File: config.mk
export PLATFORM = sky130hd
export DESIGN_NAME = idu_pipe
export DESIGN_NICKNAME = d
export VERILOG_FILES = /design/src/rtl/idu_pipe.sv
export SDC_FILE = /design/constraint.sdc
export NUM_CORES = 1
export LEC_CHECK = 0
export BUFFER_PORTS_ARGS = -buffer_cell sky130_fd_sc_hd__buf_2
export CORE_UTILIZATION = 49
export CTS_CLUSTER_SIZE = 8
export DETAILED_ROUTE_END_ITERATION = 7
export MAX_ROUTING_LAYER = met4
export PLACE_DENSITY = 0.77
export SLEW_MARGIN = 40
export SYNTH_ARGS = -nofsm -noshare
export SYNTH_HDL_FRONTEND = slang
export SYNTH_SLANG_ARGS = --single-unit
File: constraint.sdc
create_clock -name clk -period 3 [get_ports clk]
set_input_delay 0.45 -clock clk [delete_from_list [all_inputs] [get_ports clk]]
set_output_delay 0.45 -clock clk [all_outputs]
set_load 0.05 [all_outputs]
File: src/rtl/idu_pipe.sv
// Registered instruction-decode stage: decodes {pc, inst} combinationally,
// holds the decoded bundle in an output register, and optionally adds a
// skid entry so that in_ready comes straight from a flop.
module idu_pipe #(
  parameter int XLEN = 64,
  parameter int EN_M = 1,
  parameter int SKID = 1
) (
  input  logic            clk,
  input  logic            rst,
  input  logic            flush,
  input  logic            in_valid,
  output logic            in_ready,
  input  logic [XLEN-1:0] in_pc,
  input  logic [31:0]     in_inst,
  output logic            out_valid,
  input  logic            out_ready,
  output logic [XLEN-1:0] out_pc,
  output logic [31:0]     out_inst,
  output logic [XLEN-1:0] out_imm,
  output logic [4:0]      out_rs1,
  output logic [4:0]      out_rs2,
  output logic [4:0]      out_rd,
  output logic [2:0]      out_funct3,
  output logic            out_rs1_used,
  output logic            out_rs2_used,
  output logic            out_rd_w_en,
  output logic [3:0]      out_class,
  output logic [3:0]      out_alu_op,
  output logic            out_word
);

  typedef enum logic [3:0] {
    CLS_ALU = 4'd0, CLS_LOAD = 4'd1, CLS_STORE = 4'd2, CLS_BRANCH = 4'd3,
    CLS_JAL = 4'd4, CLS_JALR = 4'd5, CLS_CSR = 4'd6, CLS_ECALL = 4'd7,
    CLS_EBREAK = 4'd8, CLS_MRET = 4'd9, CLS_MULDIV = 4'd10, CLS_FENCE = 4'd11,
    CLS_ILLEGAL = 4'd15
  } cls_e;

  typedef enum logic [3:0] {
    ALU_ADD = 4'd0, ALU_SUB = 4'd1, ALU_SLT = 4'd2, ALU_SLTU = 4'd3,
    ALU_AND = 4'd4, ALU_OR = 4'd5, ALU_XOR = 4'd6, ALU_SLL = 4'd7,
    ALU_SRL = 4'd8, ALU_SRA = 4'd9
  } alu_e;

  typedef struct packed {
    logic [XLEN-1:0] pc;
    logic [31:0]     inst;
    logic [XLEN-1:0] imm;
    logic [4:0]      rs1;
    logic [4:0]      rs2;
    logic [4:0]      rd;
    logic [2:0]      funct3;
    logic            rs1_used;
    logic            rs2_used;
    logic            rd_w_en;
    cls_e            cls;
    alu_e            alu_op;
    logic            word;
  } bundle_t;

  localparam logic [6:0] OPC_LOAD      = 7'b0000011;
  localparam logic [6:0] OPC_MISC_MEM  = 7'b0001111;
  localparam logic [6:0] OPC_OP_IMM    = 7'b0010011;
  localparam logic [6:0] OPC_AUIPC     = 7'b0010111;
  localparam logic [6:0] OPC_OP_IMM_32 = 7'b0011011;
  localparam logic [6:0] OPC_STORE     = 7'b0100011;
  localparam logic [6:0] OPC_OP        = 7'b0110011;
  localparam logic [6:0] OPC_LUI       = 7'b0110111;
  localparam logic [6:0] OPC_OP_32     = 7'b0111011;
  localparam logic [6:0] OPC_BRANCH    = 7'b1100011;
  localparam logic [6:0] OPC_JALR      = 7'b1100111;
  localparam logic [6:0] OPC_JAL       = 7'b1101111;
  localparam logic [6:0] OPC_SYSTEM    = 7'b1110011;

  // funct3 to ALU operation; alt selects SUB/SRA where the encoding allows it.
  function automatic alu_e alu_sel(input logic [2:0] f3, input logic alt);
    case (f3)
      3'b000:  return alt ? ALU_SUB : ALU_ADD;
      3'b001:  return ALU_SLL;
      3'b010:  return ALU_SLT;
      3'b011:  return ALU_SLTU;
      3'b100:  return ALU_XOR;
      3'b101:  return alt ? ALU_SRA : ALU_SRL;
      3'b110:  return ALU_OR;
      default: return ALU_AND;
    endcase
  endfunction

  logic [6:0]      opcode;
  logic [2:0]      f3;
  logic [6:0]      funct7;
  logic [XLEN-1:0] imm_i, imm_s, imm_b, imm_u, imm_j;

  assign opcode = in_inst[6:0];
  assign f3     = in_inst[14:12];
  assign funct7 = in_inst[31:25];
  assign imm_i  = XLEN'($signed(in_inst[31:20]));
  assign imm_s  = XLEN'($signed({in_inst[31:25], in_inst[11:7]}));
  assign imm_b  = XLEN'($signed({in_inst[31], in_inst[7], in_inst[30:25], in_inst[11:8], 1'b0}));
  assign imm_u  = XLEN'($signed({in_inst[31:12], 12'b0}));
  assign imm_j  = XLEN'($signed({in_inst[31], in_inst[19:12], in_inst[20], in_inst[30:21], 1'b0}));

  bundle_t dec;
  logic    illegal, use_rs1, use_rs2, wr_rd;

  // Combinational decode of the incoming instruction word.
  always_comb begin
    // NOTE: every variable gets a default before the case so no path leaves it unassigned (no latch).
    dec        = '0;
    illegal    = 1'b0;
    use_rs1    = 1'b0;
    use_rs2    = 1'b0;
    wr_rd      = 1'b0;
    dec.pc     = in_pc;
    dec.inst   = in_inst;
    dec.rs1    = in_inst[19:15];
    dec.rs2    = in_inst[24:20];
    dec.rd     = in_inst[11:7];
    dec.funct3 = f3;
    dec.cls    = CLS_ALU;
    dec.alu_op = ALU_ADD;
    case (opcode)
      OPC_LUI, OPC_AUIPC: begin
        wr_rd   = 1'b1;
        dec.imm = imm_u;
      end
      OPC_JAL: begin
        dec.cls = CLS_JAL;
        wr_rd   = 1'b1;
        dec.imm = imm_j;
      end
      OPC_JALR: begin
        dec.cls = CLS_JALR;
        use_rs1 = 1'b1;
        wr_rd   = 1'b1;
        dec.imm = imm_i;
      end
      OPC_BRANCH: begin
        dec.cls = CLS_BRANCH;
        use_rs1 = 1'b1;
        use_rs2 = 1'b1;
        dec.imm = imm_b;
        illegal = (f3 == 3'b010) || (f3 == 3'b011);
      end
      OPC_LOAD: begin
        dec.cls = CLS_LOAD;
        use_rs1 = 1'b1;
        wr_rd   = 1'b1;
        dec.imm = imm_i;
        illegal = (f3 == 3'b111) || (XLEN == 32 && (f3 == 3'b011 || f3 == 3'b110));
      end
      OPC_STORE: begin
        dec.cls = CLS_STORE;
        use_rs1 = 1'b1;
        use_rs2 = 1'b1;
        dec.imm = imm_s;
        illegal = f3[2] || (XLEN == 32 && f3 == 3'b011);
      end
      OPC_OP_IMM, OPC_OP_IMM_32: begin
        use_rs1    = 1'b1;
        wr_rd      = 1'b1;
        dec.imm    = imm_i;
        dec.word   = (opcode == OPC_OP_IMM_32);
        dec.alu_op = alu_sel(f3, in_inst[30] && f3 == 3'b101);
        if (XLEN == 32)
          illegal = dec.word || ((f3 == 3'b001 || f3 == 3'b101) && in_inst[25]);
      end
      OPC_OP, OPC_OP_32: begin
        use_rs1  = 1'b1;
        use_rs2  = 1'b1;
        wr_rd    = 1'b1;
        dec.word = (opcode == OPC_OP_32);
        if (funct7 == 7'b0000001 && EN_M != 0)
          dec.cls = CLS_MULDIV;
        else if (funct7 == 7'b0000000)
          dec.alu_op = alu_sel(f3, 1'b0);
        else if (funct7 == 7'b0100000 && (f3 == 3'b000 || f3 == 3'b101))
          dec.alu_op = alu_sel(f3, 1'b1);
        else
          illegal = 1'b1;
        if (XLEN == 32 && dec.word)
          illegal = 1'b1;
      end
      OPC_MISC_MEM: begin
        dec.cls = CLS_FENCE;
        dec.imm = imm_i;
      end
      OPC_SYSTEM: begin
        dec.imm = imm_i;
        if (f3 == 3'b000) begin
          case (in_inst)
            32'h0000_0073: dec.cls = CLS_ECALL;
            32'h0010_0073: dec.cls = CLS_EBREAK;
            32'h3020_0073: dec.cls = CLS_MRET;
            default:       illegal = 1'b1;
          endcase
        end else if (f3 == 3'b100) begin
          illegal = 1'b1;
        end else begin
          dec.cls = CLS_CSR;
          use_rs1 = ~f3[2];
          wr_rd   = 1'b1;
        end
      end
      default: illegal = 1'b1;
    endcase

    if (illegal) begin
      dec.cls    = CLS_ILLEGAL;
      dec.alu_op = ALU_ADD;
      dec.imm    = '0;
      dec.word   = 1'b0;
      use_rs1    = 1'b0;
      use_rs2    = 1'b0;
      wr_rd      = 1'b0;
    end else if (dec.cls != CLS_ALU) begin
      dec.alu_op = ALU_ADD;
    end
    dec.rs1_used = use_rs1 && (dec.rs1 != 5'd0);
    dec.rs2_used = use_rs2 && (dec.rs2 != 5'd0);
    dec.rd_w_en  = wr_rd && (dec.rd != 5'd0);
  end

  bundle_t main_q, main_d, skid_q, skid_d;
  logic    main_valid_q, main_valid_d, skid_valid_q, skid_valid_d;
  logic    accept;

  assign in_ready = (SKID != 0) ? ~skid_valid_q : (~main_valid_q | out_ready);
  assign accept   = in_valid & in_ready & ~flush;

  // Next-state for the main/skid entries; skid only fills while main is stalled.
  always_comb begin
    main_d       = main_q;
    skid_d       = skid_q;
    main_valid_d = main_valid_q;
    skid_valid_d = skid_valid_q;
    if (flush) begin
      main_valid_d = 1'b0;
      skid_valid_d = 1'b0;
    end else if (main_valid_q && !out_ready) begin
      if (accept) begin
        skid_d       = dec;
        skid_valid_d = 1'b1;
      end
    end else if (skid_valid_q) begin
      main_d       = skid_q;
      main_valid_d = 1'b1;
      skid_valid_d = 1'b0;
    end else begin
      main_valid_d = accept;
      if (accept) main_d = dec;
    end
  end

  // State registers.
  always_ff @(posedge clk) begin
    // NOTE: data registers are reset too because the bundle outputs must read 0 after reset.
    if (rst) begin
      main_q       <= '0;
      skid_q       <= '0;
      main_valid_q <= 1'b0;
      skid_valid_q <= 1'b0;
    end else begin
      // NOTE: non-blocking assignments so every flop samples pre-edge values.
      main_q       <= main_d;
      skid_q       <= skid_d;
      main_valid_q <= main_valid_d;
      skid_valid_q <= skid_valid_d;
    end
  end

  assign out_valid    = main_valid_q;
  assign out_pc       = main_q.pc;
  assign out_inst     = main_q.inst;
  assign out_imm      = main_q.imm;
  assign out_rs1      = main_q.rs1;
  assign out_rs2      = main_q.rs2;
  assign out_rd       = main_q.rd;
  assign out_funct3   = main_q.funct3;
  assign out_rs1_used = main_q.rs1_used;
  assign out_rs2_used = main_q.rs2_used;
  assign out_rd_w_en  = main_q.rd_w_en;
  assign out_class    = main_q.cls;
  assign out_alu_op   = main_q.alu_op;
  assign out_word     = main_q.word;

endmodule

==> metrics, run 1 <==
CP max FO=5; core area=25110 um^2; final setup vio count=0; gr ovfl total=0; # nets final=1816; fin crit period=between 2 and 3 ns; first-iteration detailed-routing DRC count=965; die height=161.6 um; DR vias=11630; skew final=0.01672 ns; worst hold start=flush; DR WL/cell=between 15 and 20 um; DRC Markers=0; Layout area overhead=21.47%; Root Buffer Master=clkbuf_16; FFs w/ async S/R, synth=0%; CTS tree=built; Antenna Nets Post-Route=0; run status=finished, final reports clean; power per cell area=617.5 nW/um^2; number of max-cap violations=0; cell area after synthesis=between 10000 and 15000 um^2; die area=26130 um^2; Num CTS Buffers=41; # diodes=0; WL final=35530 um; placement-stage cell area=14090 um^2; Post-synth EDFFs=0; pin count of the biggest net entering global routing=between 100 and 150; final instance area=~15000 um^2; vias in the first global route=10910; Hold Violations, Final=0; RD Place Congestion=0.9198; nature of the critical path startpoint=input port; CTS clk-pin slew, worst paths=0.05 ns; CP startpoint=in_inst[16]; Port Buffer Count=292; Tot GR Track Use=27.39%; Hold Path Class=in2reg; WP data arrival=3.00 ns; I/O pin total=293; post_cts resized=0; H-tree Lvls=2; vias per std cell=5.678; dominant cells by area after synthesis=dfxtp_1, mux2i_1, nand2_1, a211oi_1, a21oi_1; Slew HR=50.20%; Slowest-stage cell, CP=or4_1; Post-DP HPWL=23820 um; syn_area_per_cell=8.298 um^2; R2R Path Start=skid_valid_q$_SDFFE_PP0P_; RSZ-0062 raised after global routing=no; fin crit share=85.70%; Fmax=between 300 and 400 MHz; initial antenna violation count=0; largest area contributor in the netlist=dfxtp_1; worst slew pin tran=0.7471 ns; VDD IR max=0.0004911 V; Leak=0.005849 uW; FF+latch count, synth=282; insertion delay to the later sink of the worst-skew pair=0.52 ns; CTS sink cnt=282; Post-Syn Nets=1606; Max stage delay on crit path=0.63 ns; die span in x=161.6 um; Max Slew Vio Count=0; hold buffers post-CTS=0; Top FF cell, synth=dfxtp_1; commonest non-fill, non-tap cell in the layout=buf_2; Initial Util=49.74%; Post-Synthesis Cells=1505; total chip power=9367 uW; Worst Path Required=3.43 ns; worst path cell trace=buf_2 > or4_4 > nor4_4 > a311oi_1 > or4_1 > or3_1 > buf_4 > o21ai_0; post-synth top area share=between 40% and 50%; drt first pass iters=5; register area share after synthesis=45.21%; clk buf depth=3; most frequent cells in the layout=buf_2, dfxtp_1, nand2_1; layout cells sized above 1=25.09%; Row Count=58; Crit. End Element=flip-flop; yosys warns=0; first-pass GRT wire length=56030 um; Post-CTS Setup Inserts=0; Crit Path Class=in2reg; Cell variety after synth=58
==> registers in the layout, indices dropped and copies added, names as in the netlist <==
name          flops
out_alu_op        4
out_class         4
out_imm          32
out_inst         32
out_pc           64
out_rd_w_en       1
out_rs1_used      1
out_rs2_used      1
out_valid         1
out_word          1
skid_q          140
skid_valid_q      1
==> layout make-up <==
class	instances	area, um^2
multi-input cells	1024	5922
clock inverters	3	26.28
clock buffers	43	1055
fillers	2223	9940
repair buffers	359	2077
flip-flops and latches	282	5650
inverters	7	26.28
well taps	330	412.9
==> cells in the mapped netlist (3+ instances only) <==
| cell | n |
|---|---|
| nor2b_1 | 5 |
| nand3_1 | 29 |
| nor3_1 | 21 |
| nand2_1 | 243 |
| nor3b_1 | 12 |
| buf_4 | 50 |
| inv_1 | 7 |
| and3_1 | 5 |
| nor4_1 | 8 |
| a221oi_1 | 3 |
| a31oi_1 | 19 |
| nand4_1 | 14 |
| o21ai_0 | 44 |
| a22o_1 | 10 |
| buf_1 | 4 |
| o211a_1 | 3 |
| a22oi_1 | 5 |
| nand4b_1 | 5 |
| mux2i_1 | 97 |
| a211oi_1 | 109 |
| buf_2 | 4 |
| nand2b_1 | 7 |
| clkbuf_1 | 133 |
| or4_1 | 4 |
| a311oi_1 | 6 |
| or3_1 | 26 |
| o21ai_2 | 10 |
| dfxtp_1 | 282 |
| a21oi_1 | 151 |
| and2_1 | 5 |
| or3b_2 | 3 |
| nand3b_1 | 8 |
| nor2_1 | 138 |
==> metrics by stage <==
step	setup slack (ns)	util [%]	std cells	setup TNS, ns	hold slack, ns
floorplan	0.1651	-	1505	0	0.4190
global placement	0.004550	56.08	2002	0	0.4298
detailed placement	-0.06010	56.10	2002	-0.09612	0.4357
CTS	0.4661	60.41	2048	0	0.1585
global route	0.3257	60.41	2048	0	0.1773
finish	0.4291	60.41	2048	0	0.1696
==> metal layers <==
layer	vias to the layer above	part of all wire, %	routed length (um)	global-route usage, %
li1	5654	-	-	-
met1	5469	43	15370	33.97
met2	418	46	16420	43.42
met3	87	7.1	2513	5.752
met4	0	3.4	1224	10.98
met5	-	0	0	-
==> power by group <==
part | switching, uW | internal [uW]
sequential | 75.0 | 3880
clock | 1530 | 2450
combinational | 1060 | 368
total | 2660 | 6710
==> critical path, delay by kind of cell <==
kind,cells,cell delay (ns)
and+or+nand+nor,4,1.89
AOI/OAI and AO/OA,2,0.36
buffers and inverters,2,0.29
==> cells by family (layout without fill, tap and decap cells) <==
family	Yosys count	after routing	share of synthesized area, %
multiplexers	97	97	7.775
XOR/XNOR	2	2	0.1403
flip-flops	282	282	45.21
buffers and inverters	199	412	7.584
AO/OA/AOI/OAI	384	384	19.56
AND/OR/NAND/NOR	541	541	19.74
==> final timing paths <==
| check | end | slack, ns | depth (start not counted) |
|---|---|---|---|
| max | skid_q[32]$_SDFFE_PP0P_ | 0.43 | 8 |
| min | skid_valid_q$_SDFFE_PP0P_ | 0.17 | 2 |
| max reg2reg | out_imm[22]$_SDFFE_PP0P_ | 0.77 | 6 |
| min reg2reg | skid_q[59]$_SDFFE_PP0P_ | 0.45 | 2 |
(Power assumes the default switching activity.)
==> run 2: changes to the inputs <==
Settings changed: RECOVER_POWER from default to 25.
==> run 2 against run 1 <==
  * Combinational power barely moved
  * Sequential share of layout area grew 0.34 points
  * Critical endpoint is now in_ready
  * Critical path type is now reg2out
  * Hold slack improved by 0.0095 ns
  * Final cell count unchanged
  * Clock-buffer cell count unchanged
==> metrics, run 2 (synthesis gave the netlist of run 1 again) <==
first-pass GRT wire length=56030 um; insertion delay to the later sink of the worst-skew pair=about 0.52 ns; skew final=approximately 0.017 ns; Max stage delay on crit path=0.51 ns; CTS sink cnt=282; Slowest-stage cell, CP=buf_4; Leak=0.005390 uW; die span in x=161.6 um; Flop pwr share=42.4%; Hold Path Class=in2reg; # diodes=0; Max Slew Vio Count=0; fin crit period=2.582 ns; Crit Path Class=reg2out; clk buf depth=3; # nets final=1816; drt first pass iters=5; placed insts=2002; commonest non-fill, non-tap cell in the layout=dfxtp_1; VDD IR max=0.0004903 V; Fmax=387.3 MHz; DR vias=11700; Worst Hold Path EP=skid_valid_q$_SDFFE_PP0P_; most frequent cells in the layout=dfxtp_1, nand2_1, buf_2; R2R Path Start=skid_valid_q$_SDFFE_PP0P_; I/O pin total=293; Post-CTS Setup Inserts=0; Largest Register=skid_q; Post-DP HPWL=23820 um; Worst Path Required=around 2.6 ns; core area=about 25000 um^2; Root Buffer Master=clkbuf_16; power per cell area=around 620 nW/um^2; Final Non-Filler Cells=2048; gr ovfl total=0; die area=26130 um^2; layout cells sized above 1=18.28%; Switching Fraction=28.56%; Comb pwr share=between 10% and 20%; fin util=between 50% and 60%; CTS clk-pin slew, worst paths=0.05 ns; Filler cells=around 2300; worst slew pin tran=about 0.75 ns; total chip power=9347 uW; hold buffers post-CTS=0; WP data arrival=around 2.1 ns; Crit. End Element=output pin; die height=161.6 um; DR WL/cell=17.36 um; worst hold start=flush; pin count of the biggest net entering global routing=around 150; reg2reg end=out_imm[23]$_SDFFE_PP0P_; Layout area overhead=20.28%; first-iteration detailed-routing DRC count=956; run status=finished, final reports clean; initial antenna violation count=0; Slew HR=50.30%; CP max FO=34; CTS tree=built; hold path cells=2; RSZ-0062 raised after global routing=no; fin crit share=between 80% and 90%; Clock power frac=42.6%; Psw=roughly 2700 uW; final setup vio count=0; Int Pwr=6678 uW; DRC Markers=0; max FFs per register=140; Initial Util=49.74%; R2R depth=6; worst path cell trace=buf_4 > inv_1 > buf_2; RD Place Congestion=about 0.9; delay-heaviest family, CP=buffers and inverters; R2R setup slack=0.72 ns; number of max-cap violations=0; post_cts resized=0; Tot GR Track Use=27.39%; H-tree Lvls=2; WL final=35560 um; vias per std cell=about 5.7; vias in the first global route=about 11000; Hold Violations, Final=0; Row Count=58; Num CTS Buffers=41; critical path buffer and inverter count=3; Port Buffer Count=around 290; Antenna Nets Post-Route=0; nature of the critical path startpoint=flip-flop
run 2: changes by cell type in the layout (fill, tap and decap cells not counted), sizes merged:
cell / previous run / this run
clkbuf: 44 / 160
buf: 358 / 242
run 2: worst max-delay path by stage:
stage,start,end,cells after the start
2_1_floorplan,in_inst[31],skid_q[60]$_SDFFE_PP0P_,10
3_3_place_gp,in_inst[16],skid_q[0]$_SDFFE_PP0P_,9
3_5_place_dp,in_inst[16],skid_q[32]$_SDFFE_PP0P_,8
4_1_cts,in_inst[16],skid_q[32]$_SDFFE_PP0P_,8
5_1_grt,in_inst[16],skid_q[92]$_SDFFE_PP0P_,9
6_report,skid_valid_q$_SDFFE_PP0P_,in_ready,3
run 2: metrics by stage:
step | setup TNS, ns | setup WS (ns) | area [um^2] | hold slack, ns
floorplan | 0 | 0.1651 | 12490 | 0.4190
global placement | 0 | 0.004550 | 14080 | 0.4298
detailed placement | -0.09612 | -0.06010 | 14090 | 0.4357
CTS | 0 | 0.4661 | 15170 | 0.1585
global route | 0 | 0.3257 | 15020 | 0.1773
finish | 0 | 0.4179 | 15020 | 0.1791
run 2: final cells by class:
| cell class | instances | area [um^2] | area share (%) |
|---|---|---|---|
| clock buffers | 43 | 1055 | 7.022 |
| inverters | 7 | 26.28 | 0.1749 |
| flip-flops and latches | 282 | 5647 | 37.59 |
| multi-input cells | 1024 | 5922 | 39.43 |
| repair buffers | 359 | 1932 | 12.86 |
| clock inverters | 3 | 26.28 | 0.1749 |
| well taps | 330 | 412.9 | 2.749 |
run 2: power groups by stage:
stage	Combinational, uW	Sequential (uW)	Clock, uW
floorplan	644	4430	0
global placement	1400	4030	0
detailed placement	1420	4030	0
CTS	1420	3960	4060
global route	1490	3970	4220
finish	1400	3960	3980
run 2: worst reg2reg max path: cells and delay by family, from the launching register on:
kind / cells / cell delay (ns)
buffers and inverters: 3 / 1.20
AOI/OAI and AO/OA: 1 / 0.08
and+or+nand+nor: 2 / 0.47
DFF: 1 / 0.39
run 2: metal layers:
metal | vias to the layer above | wire length (um) | GRT usage [%]
li1 | 5651 | - | -
met1 | 5512 | 15370 | 33.97
met2 | 452 | 16370 | 43.42
met3 | 84 | 2642 | 5.752
met4 | 0 | 1173 | 10.98
met5 | - | 0 | -
